==> config.mk <==
export PLATFORM = sky130hd
export DESIGN_NAME = seg_code_sequencer_flat
export DESIGN_NICKNAME = d
export VERILOG_FILES = /design/src/rtl/seg_code_sequencer_if.sv /design/src/rtl/seg_code_sequencer.sv /design/src/flat_wrapper.sv
export SDC_FILE = /design/constraint.sdc
export NUM_CORES = 1
export LEC_CHECK = 0
export CORE_AREA = 2 2 77 87
export CTS_CLUSTER_DIAMETER = 30
export DETAILED_ROUTE_END_ITERATION = 12
export DIE_AREA = 0 0 79 89
export DONT_BUFFER_PORTS = 1
export HOLD_SLACK_MARGIN = 0.03
export PLACE_DENSITY = 0.54
export SLEW_MARGIN = 20
export SYNTH_ARGS = -nofsm -noshare
export SYNTH_HDL_FRONTEND = slang
export SYNTH_SLANG_ARGS = --single-unit
==> constraint.sdc <==
create_clock -name clk_2 -period 2.9 [get_ports clk_2]
set_clock_uncertainty 0.1 [all_clocks]
set_input_delay 0.435 -clock clk_2 [delete_from_list [all_inputs] [get_ports clk_2]]
set_output_delay 0.435 -clock clk_2 [all_outputs]
set_load 0.02 [all_outputs]
==> src/rtl/seg_code_sequencer_if.sv <==
// Control/status bundle between the switch/button inputs and the symbol-code sequencer.
// The master side drives requests; the slave (sequencer) returns the code and status.
interface seg_code_sequencer_if;
    logic [5:0] load_val;
    logic       load;
    logic       step;
    logic       run;
    logic       dir;
    logic       wrap_en;
    logic [5:0] code;
    logic       tick;
    logic       running;
    logic       done;

    modport master (
        output load_val, load, step, run, dir, wrap_en,
        input  code, tick, running, done
    );

    modport slave (
        input  load_val, load, step, run, dir, wrap_en,
        output code, tick, running, done
    );
endinterface

==> src/rtl/seg_code_sequencer.sv <==
// Symbol-code sequencer feeding the 7-segment decoder: load, manual step and
// prescaled auto-step with direction and wrap/stop handling at the code bounds.
//
// state | meaning
// IDLE  | code moves only on load or manual step
// RUN   | auto-step prescaler active, manual steps also accepted
// DONE  | auto-step hit a bound with wrap disabled; waits for run low or load
module seg_code_sequencer #(
    parameter int TICK_DIV = 50_000_000,
    parameter int MAX_CODE = 41
) (
    input  logic                 clk_2,
    input  logic                 rst_n,
    seg_code_sequencer_if.slave  bus
);
    typedef enum logic [1:0] {
        IDLE = 2'd0,
        RUN  = 2'd1,
        DONE = 2'd2
    } state_t;

    localparam int              DIV_W    = (TICK_DIV > 1) ? $clog2(TICK_DIV) : 1;
    localparam logic [DIV_W-1:0] DIV_LAST = DIV_W'(TICK_DIV - 1);
    localparam logic [5:0]      CODE_MAX = 6'(MAX_CODE);

    logic [4:0]       sync1, sync2;
    logic             load_s, step_s, run_s, dir_s, wrap_en_s;
    logic             step_q, load_q;
    logic             step_p, load_p;
    logic [DIV_W-1:0] divcnt;
    logic             auto_p, adv, at_bound;
    state_t           state, state_nx;
    logic [5:0]       code_nx;
    logic             tick_nx;

    assign {load_s, step_s, run_s, dir_s, wrap_en_s} = sync2;
    assign step_p   = step_s & ~step_q;
    assign load_p   = load_s & ~load_q;
    assign auto_p   = (state == RUN) && (divcnt == DIV_LAST);
    assign adv      = auto_p | (step_p & (state != DONE));
    assign at_bound = dir_s ? (bus.code == CODE_MAX) : (bus.code == 6'd0);

    always_ff @(posedge clk_2 or negedge rst_n) begin
        if (!rst_n) begin
            sync1  <= '0;
            sync2  <= '0;
            step_q <= 1'b0;
            load_q <= 1'b0;
        end else begin
            sync1  <= {bus.load, bus.step, bus.run, bus.dir, bus.wrap_en};
            sync2  <= sync1;
            step_q <= step_s;
            load_q <= load_s;
        end
    end

    always_ff @(posedge clk_2 or negedge rst_n) begin
        if (!rst_n)
            divcnt <= '0;
        else if ((state != RUN) || load_p || (divcnt == DIV_LAST))
            divcnt <= '0;
        else
            divcnt <= divcnt + 1'b1;
    end

    always_ff @(posedge clk_2 or negedge rst_n) begin
        if (!rst_n) begin
            state       <= IDLE;
            bus.code    <= 6'd0;
            bus.tick    <= 1'b0;
            bus.running <= 1'b0;
            bus.done    <= 1'b0;
        end else begin
            state       <= state_nx;
            bus.code    <= code_nx;
            bus.tick    <= tick_nx;
            bus.running <= (state_nx == RUN);
            bus.done    <= (state_nx == DONE);
        end
    end

    always_comb begin
        state_nx = state;
        code_nx  = bus.code;
        tick_nx  = 1'b0;

        // Load wins over any step request arriving in the same cycle.
        if (load_p) begin
            code_nx = (bus.load_val > CODE_MAX) ? CODE_MAX : bus.load_val;
        end else if (adv) begin
            if (!at_bound) begin
                code_nx = dir_s ? bus.code + 6'd1 : bus.code - 6'd1;
                tick_nx = 1'b1;
            end else if (wrap_en_s) begin
                code_nx = dir_s ? 6'd0 : CODE_MAX;
                tick_nx = 1'b1;
            end
        end

        case (state)
            IDLE: if (run_s) state_nx = RUN;
            RUN: begin
                if (!run_s)
                    state_nx = IDLE;
                else if (!load_p && auto_p && at_bound && !wrap_en_s)
                    state_nx = DONE;
            end
            DONE: begin
                if (load_p)
                    state_nx = run_s ? RUN : IDLE;
                else if (!run_s)
                    state_nx = IDLE;
            end
            default: state_nx = IDLE;
        endcase
    end
endmodule

==> src/flat_wrapper.sv <==
// flat-port wrapper written by rule: the top's interface ports become plain ports
module seg_code_sequencer_flat 
#(
    parameter int TICK_DIV = 50_000_000,
    parameter int MAX_CODE = 41
)
  (clk_2, rst_n, bus_load_val, bus_load, bus_step, bus_run, bus_dir, bus_wrap_en, bus_code, bus_tick, bus_running, bus_done);
  seg_code_sequencer_if bus_i ();
  input  logic clk_2;
  input  logic rst_n;
  input wire logic [$bits(bus_i.load_val)-1:0] bus_load_val;
  input wire logic [$bits(bus_i.load)-1:0] bus_load;
  input wire logic [$bits(bus_i.step)-1:0] bus_step;
  input wire logic [$bits(bus_i.run)-1:0] bus_run;
  input wire logic [$bits(bus_i.dir)-1:0] bus_dir;
  input wire logic [$bits(bus_i.wrap_en)-1:0] bus_wrap_en;
  output wire logic [$bits(bus_i.code)-1:0] bus_code;
  output wire logic [$bits(bus_i.tick)-1:0] bus_tick;
  output wire logic [$bits(bus_i.running)-1:0] bus_running;
  output wire logic [$bits(bus_i.done)-1:0] bus_done;
  assign bus_i.load_val = bus_load_val;
  assign bus_i.load = bus_load;
  assign bus_i.step = bus_step;
  assign bus_i.run = bus_run;
  assign bus_i.dir = bus_dir;
  assign bus_i.wrap_en = bus_wrap_en;
  assign bus_code = bus_i.code;
  assign bus_tick = bus_i.tick;
  assign bus_running = bus_i.running;
  assign bus_done = bus_i.done;
  seg_code_sequencer #(.TICK_DIV(TICK_DIV), .MAX_CODE(MAX_CODE)) u_core (.clk_2(clk_2), .rst_n(rst_n), .bus(bus_i));
endmodule
Yosys cells after proc, flatten, opt, wreduce, memory -nomap -nowiden
Index checks and enable logic that the tools add are counted.

Add/sub/neg operators: 3. Order comparisons: 1. Reductions and logical operators: 12. Equality and inequality tests: 9. Multiplexer cells: 20. Bitwise operators: 6.

Operators by type and width (count): $mux 6 (7); $add 26x1->26 const B (1); $eq 26x26->1 const B (1); $mux 26 (1); $mux 2 (5); $add 6x1->6 const B (1); $eq 6x6->1 const B (1); $gt 6x6->1 const B (1); $logic_not 6->1 (1); $mux 1 (6); $pmux 2 s3 (1); $sub 6x1->6 const B (1); $eq 2x1->1 const B (2); $eq 2x2->1 const B (2); $logic_and 1x1->1 (4); $and 1x1->1 (3); $ne 3x1->1 const B (1); $logic_not 1->1 (2); $logic_not 2->1 (1); $logic_or 1x1->1 (2); $ne 2x1->1 const B (1); $ne 2x2->1 const B (1); $not 1->1 (2); $reduce_and 2->1 (1); other kinds (2) (2).

Input port bits: 13. Word-level logic and storage cells: 61. Output and inout port bits: 9. Register bits: 49.

Depth between registers and ports, before layout
Depth in word-level cells: 10. Mapped depth: 8. Mapped depth without buffers: 7.

Worst setup path before layout
Ideal clock, no wire load.

Path kind: reg2reg. Start: register u_core.bus.code[0]. End: register u_core.bus.done. Stages on the path, launching flop included: 6. Required time: 2.734 ns. Clock period less this slack: 2.305 ns. Setup time: 0.066 ns. Path slack: 0.595 ns. Arrival: 2.139 ns. Path buffers: 0. Path through: dfrtp_1 -> or4_4 -> a211o_1 -> or4_1 -> o21ai_1 -> and3_1.

Cells in the longest elaborated chain, start to end: 8. Elaborated cells on any way between the ends: 9. Classes of those cells: eq/ne: 2; mux: 4; reduce/logical: 3.

Ends and longest elaborated chain: from (decl) (line seg_code_sequencer_if.sv:22) `output code, tick, running, done`; from (signal assigned) (line seg_code_sequencer.sv:75) `bus.code <= code_nx;`; $eq 6x6->1 / $logic_not 6->1 (equally long branches) (line seg_code_sequencer.sv:41) `assign at_bound = dir_s ? (bus.code == CODE_MAX) : (bus.code == 6'd0);`; $mux 1 * (line seg_code_sequencer.sv:41); $logic_and 1x1->1 * (2 in series) (line seg_code_sequencer.sv:105) `else if (!load_p && auto_p && at_bound && !wrap_en_s)`; $mux 2 * (line seg_code_sequencer.sv:105); $mux 2 * (line seg_code_sequencer.sv:103) `if (!run_s)`; $pmux 2 s3 * (line seg_code_sequencer.sv:100) `case (state)`; $eq 2x2->1 * (line seg_code_sequencer.sv:78) `bus.done <= (state_nx == DONE);`; to (signal assigned) (line seg_code_sequencer.sv:78); to (decl) (line seg_code_sequencer_if.sv:22).

Every way passes the cells marked *; elsewhere a longest branch is shown, timed or not. A chain may end at the register's enable or synchronous reset.

Final worst setup path
Start: register u_core.sync2[1]. End: register u_core.bus.code[5].

Cells in the longest elaborated chain, start to end: 5. Elaborated cells on any way between the ends: 9. Classes of those cells: eq/ne: 1; mux: 7; reduce/logical: 1.

Ends and longest elaborated chain: from (decl) (line seg_code_sequencer.sv:26) `logic [4:0] sync1, sync2;`; from (signal assigned) (line seg_code_sequencer.sv:51) `sync2 <= sync1;`; $mux 6 (line seg_code_sequencer.sv:95) `code_nx = dir_s ? 6'd0 : CODE_MAX;`; $mux 6 (line seg_code_sequencer.sv:94) `end else if (wrap_en_s) begin`; $mux 6 (line seg_code_sequencer.sv:91) `if (!at_bound) begin`; $mux 6 (line seg_code_sequencer.sv:90) `end else if (adv) begin`; $mux 6 (line seg_code_sequencer.sv:88) `if (load_p) begin`.

Several ways; a longest one is shown, not always the timed one. The select of a mux whose other input is x is not followed.

==> results.json <==
{
  "synth_edf_count": 0,
  "ys.flop_type": "dfrtp_1",
  "synth_area_um2": 2397,
  "area_growth_pct": 10.70,
  "hold_start": "bus_dir",
  "drive_gt1_frac": 0.06349,
  "synth_top_family_by_area": "simple AND/OR/NAND/NOR gates",
  "drc_errors": 0,
  "core_area_um2": 6081,
  "n_fill_cell": 613,
  "hold_path_depth": 0,
  "clock_latency_ps": 310,
  "first_pass_iters": 4,
  "drtIter0Drc": 107,
  "rr_worst_depth": 7,
  "synth_fa_ha_area_frac": 0.03445,
  "cp.required_ps": 3060,
  "highest_layer": "met4",
  "status": "complete, no violations",
  "synth_compound_gate_area_share": 0.1091,
  "clock-sinks": 49,
  "min_to": "u_core.sync1[1]",
  "htree_levels": 2,
  "fmax_mhz": 396.1,
  "viasPerCell": 5.217,
  "synth_top_area_frac": 0.5115,
  "ys_seq_area_frac": 0.5115,
  "period_needed_ps": 2525,
  "fp.dieW_um": 79,
  "worst_pin_slew_ps": 651.3,
  "ys_warn_count": 0,
  "slew_violations": 0,
  "worstSetupStartpointType": "register",
  "hold_violations": 0,
  "cp_slowest_cell": "dfrtp_1",
  "hp-class": "primary input to register",
  "first_global_vias": 1688,
  "final_util": 0.4364,
  "place_area_um2": 2486,
  "regToRegEndpoint": "u_core.bus.code[5]",
  "wl_per_cell_um": 13.78,
  "path_cells": "inv_1, ha_1, a211oi_1, o21ai_0, a2111oi_0, a41o_1, o31a_1",
  "design.die.area_um2": 7031,
  "synth.area.top_cells": "dfrtp_1, nor2_1, xnor2_1",
  "cp_max_fo": 8,
  "cts_root_buf": "clkbuf_8",
  "antenna-diode-count": 0,
  "peakVddDrop_uv": 218.3,
  "grt_max_degree": 50,
  "p_per_area_nw_per_um2": 589.6,
  "synthArstFlopShare": 1.000,
  "crit_path_end_kind": "register",
  "maxSlewHeadroom": 0.5618,
  "multi_input_area_um2": 1081,
  "numPortBuffers": 0,
  "clockBufferDepth": 2,
  "cts.clk_slew.worst_paths_ps": 90,
  "cts_tree": "built",
  "critPathKind": "register to register",
  "synth_xor_area_frac": 0.09499,
  "finalSetupViolations": 0,
  "yosysTopAreaCell": "dfrtp_1",
  "seq_area_um2": 1226,
  "initial_core_util": 0.3942,
  "post-route-period-util": 0.8707,
  "synth_nets": 262,
  "rsz0062_at_grt": "no",
  "ys_types": 42,
  "nNetsFinal": 270,
  "arrival_ps": 2680,
  "vias": 1732,
  "setup-tns-final_ps": 0,
  "cts_inserted_buffers": 5,
  "synth-seq-cells": 49,
  "grt_pass1_wl_um": 7914,
  "grt_use_total": 0.1470,
  "wl_met1_um": 2242,
  "fp-row-count": 30,
  "chipHeight_um": 89,
  "met2WireLength_um": 2077,
  "synth_common_cells": "dfrtp_1, nor2_1, inv_1, xnor2_1, nand3_1",
  "max_stage_delay_ps": 500,
  "dr_wl_met3_um": 167,
  "synthSimpleGateAreaFrac": 0.2124,
  "ant_nets": 0,
  "grt.overflow.total": 0,
  "gp_congestion": 0.7930,
  "p_leak_nw": 1.102,
  "drv_cap": 0,
  "finalWirelength_um": 4576,
  "antenna_found_initial": 0,
  "dp_hpwl_um": 3109,
  "r2r_start": "u_core.sync2[1]",
  "netlist_instances": 243,
  "avgSynthCellArea_um2": 9.865,
  "synth_mux_area_frac": 0,
  "io_pins": 22,
  "yosysMostFrequentCell": "dfrtp_1",
  "rrSetupSlack_ps": 380,
  "final_area_um2": 2654
}
sequential cells by signal, indices dropped and copies added, names as in the netlist:
signal,count
u_core.bus.code,6
u_core.bus.done,1
u_core.bus.running,1
u_core.bus.tick,1
u_core.divcnt,26
u_core.load_q,1
u_core.state,2
u_core.step_q,1
u_core.sync1,5
u_core.sync2,5
worst max-delay path: cells and delay by family, from the launching register on:
kind,cells,cell delay [ps]
flip-flops,1,500
adder cells (fa/ha/maj),1,300
buffers and inverters,1,160
AO/OA/AOI/OAI,5,1400
layer usage:
metal	vias up	track usage
li1	869	-
met1	830	0.1979
met2	25	0.2273
met3	8	0.03535
met4	0	0.06583
met5	-	0
what timing repair did:
| item | 4_1_cts | 5_1_grt |
|---|---|---|
| resized for setup | 0 | 0 |
| buffers inserted | 0 | 0 |
| hold buffers | 2 | 3 |
| endpoints found under the hold margin | 49 | 3 |
cell usage in the layout, fill, tap and decap left out, drive strengths merged, types with 5 or more instances in the layout:
cell	netlist	final
nand3	13	13
ha	5	5
inv	17	18
nor2	39	39
a21oi	9	9
clkbuf	3	6
nor3	5	5
nand2	11	11
nand4	6	6
xnor2	16	16
and3	5	5
dfrtp	49	49
xor2	10	10
o21ai	6	6
report_power, final:
group / switching (mW) / internal (mW)
clock network: 0.244 / 0.198
registers: 0.0858 / 0.724
logic: 0.181 / 0.131
how the worst max path moves through the flow:
stage / start / endpoint / slack, ps
5_1_grt: u_core.sync2[1] / u_core.bus.code[5] / 90
3_3_place_gp: u_core.sync2[1] / u_core.bus.code[5] / 510
3_5_place_dp: u_core.sync2[1] / u_core.bus.code[5] / 480
4_1_cts: u_core.sync2[1] / u_core.bus.code[5] / 440
6_report: u_core.sync2[1] / u_core.bus.code[5] / 380
2_1_floorplan: u_core.bus.code[0] / u_core.bus.done / 590
final cells by class:
type / count / share of cell area
clock inverters: 2 / 0.006601
clock buffers: 6 / 0.03112
repair buffers: 7 / 0.03112
flip-flops and latches: 49 / 0.4620
inverters: 17 / 0.02405
multi-input cells: 171 / 0.4074
well taps: 80 / 0.03772
cells by family after synthesis:
kind of cell             Yosys count
AO/OA/AOI/OAI                     38
adder cells (fa/ha/maj)            6
XOR/XNOR                          26
buffers and inverters             23
flip-flops                        49
AND/OR/NAND/NOR                  101
per-stage QoR:
stage / std cells / power (mW) / setup WS (ps) / hold WS, ps
floorplan: 243 / 1.048 / 594.7 / 39.41
global placement: 319 / 1.115 / 514.4 / 40.99
detailed placement: 319 / 1.111 / 479.9 / 41.23
CTS: 329 / 1.580 / 435.1 / 32.99
global route: 332 / 1.662 / 85.44 / 33.45
finish: 332 / 1.565 / 375.1 / 53.08
Note: power is estimated with default switching activity, not from simulation.
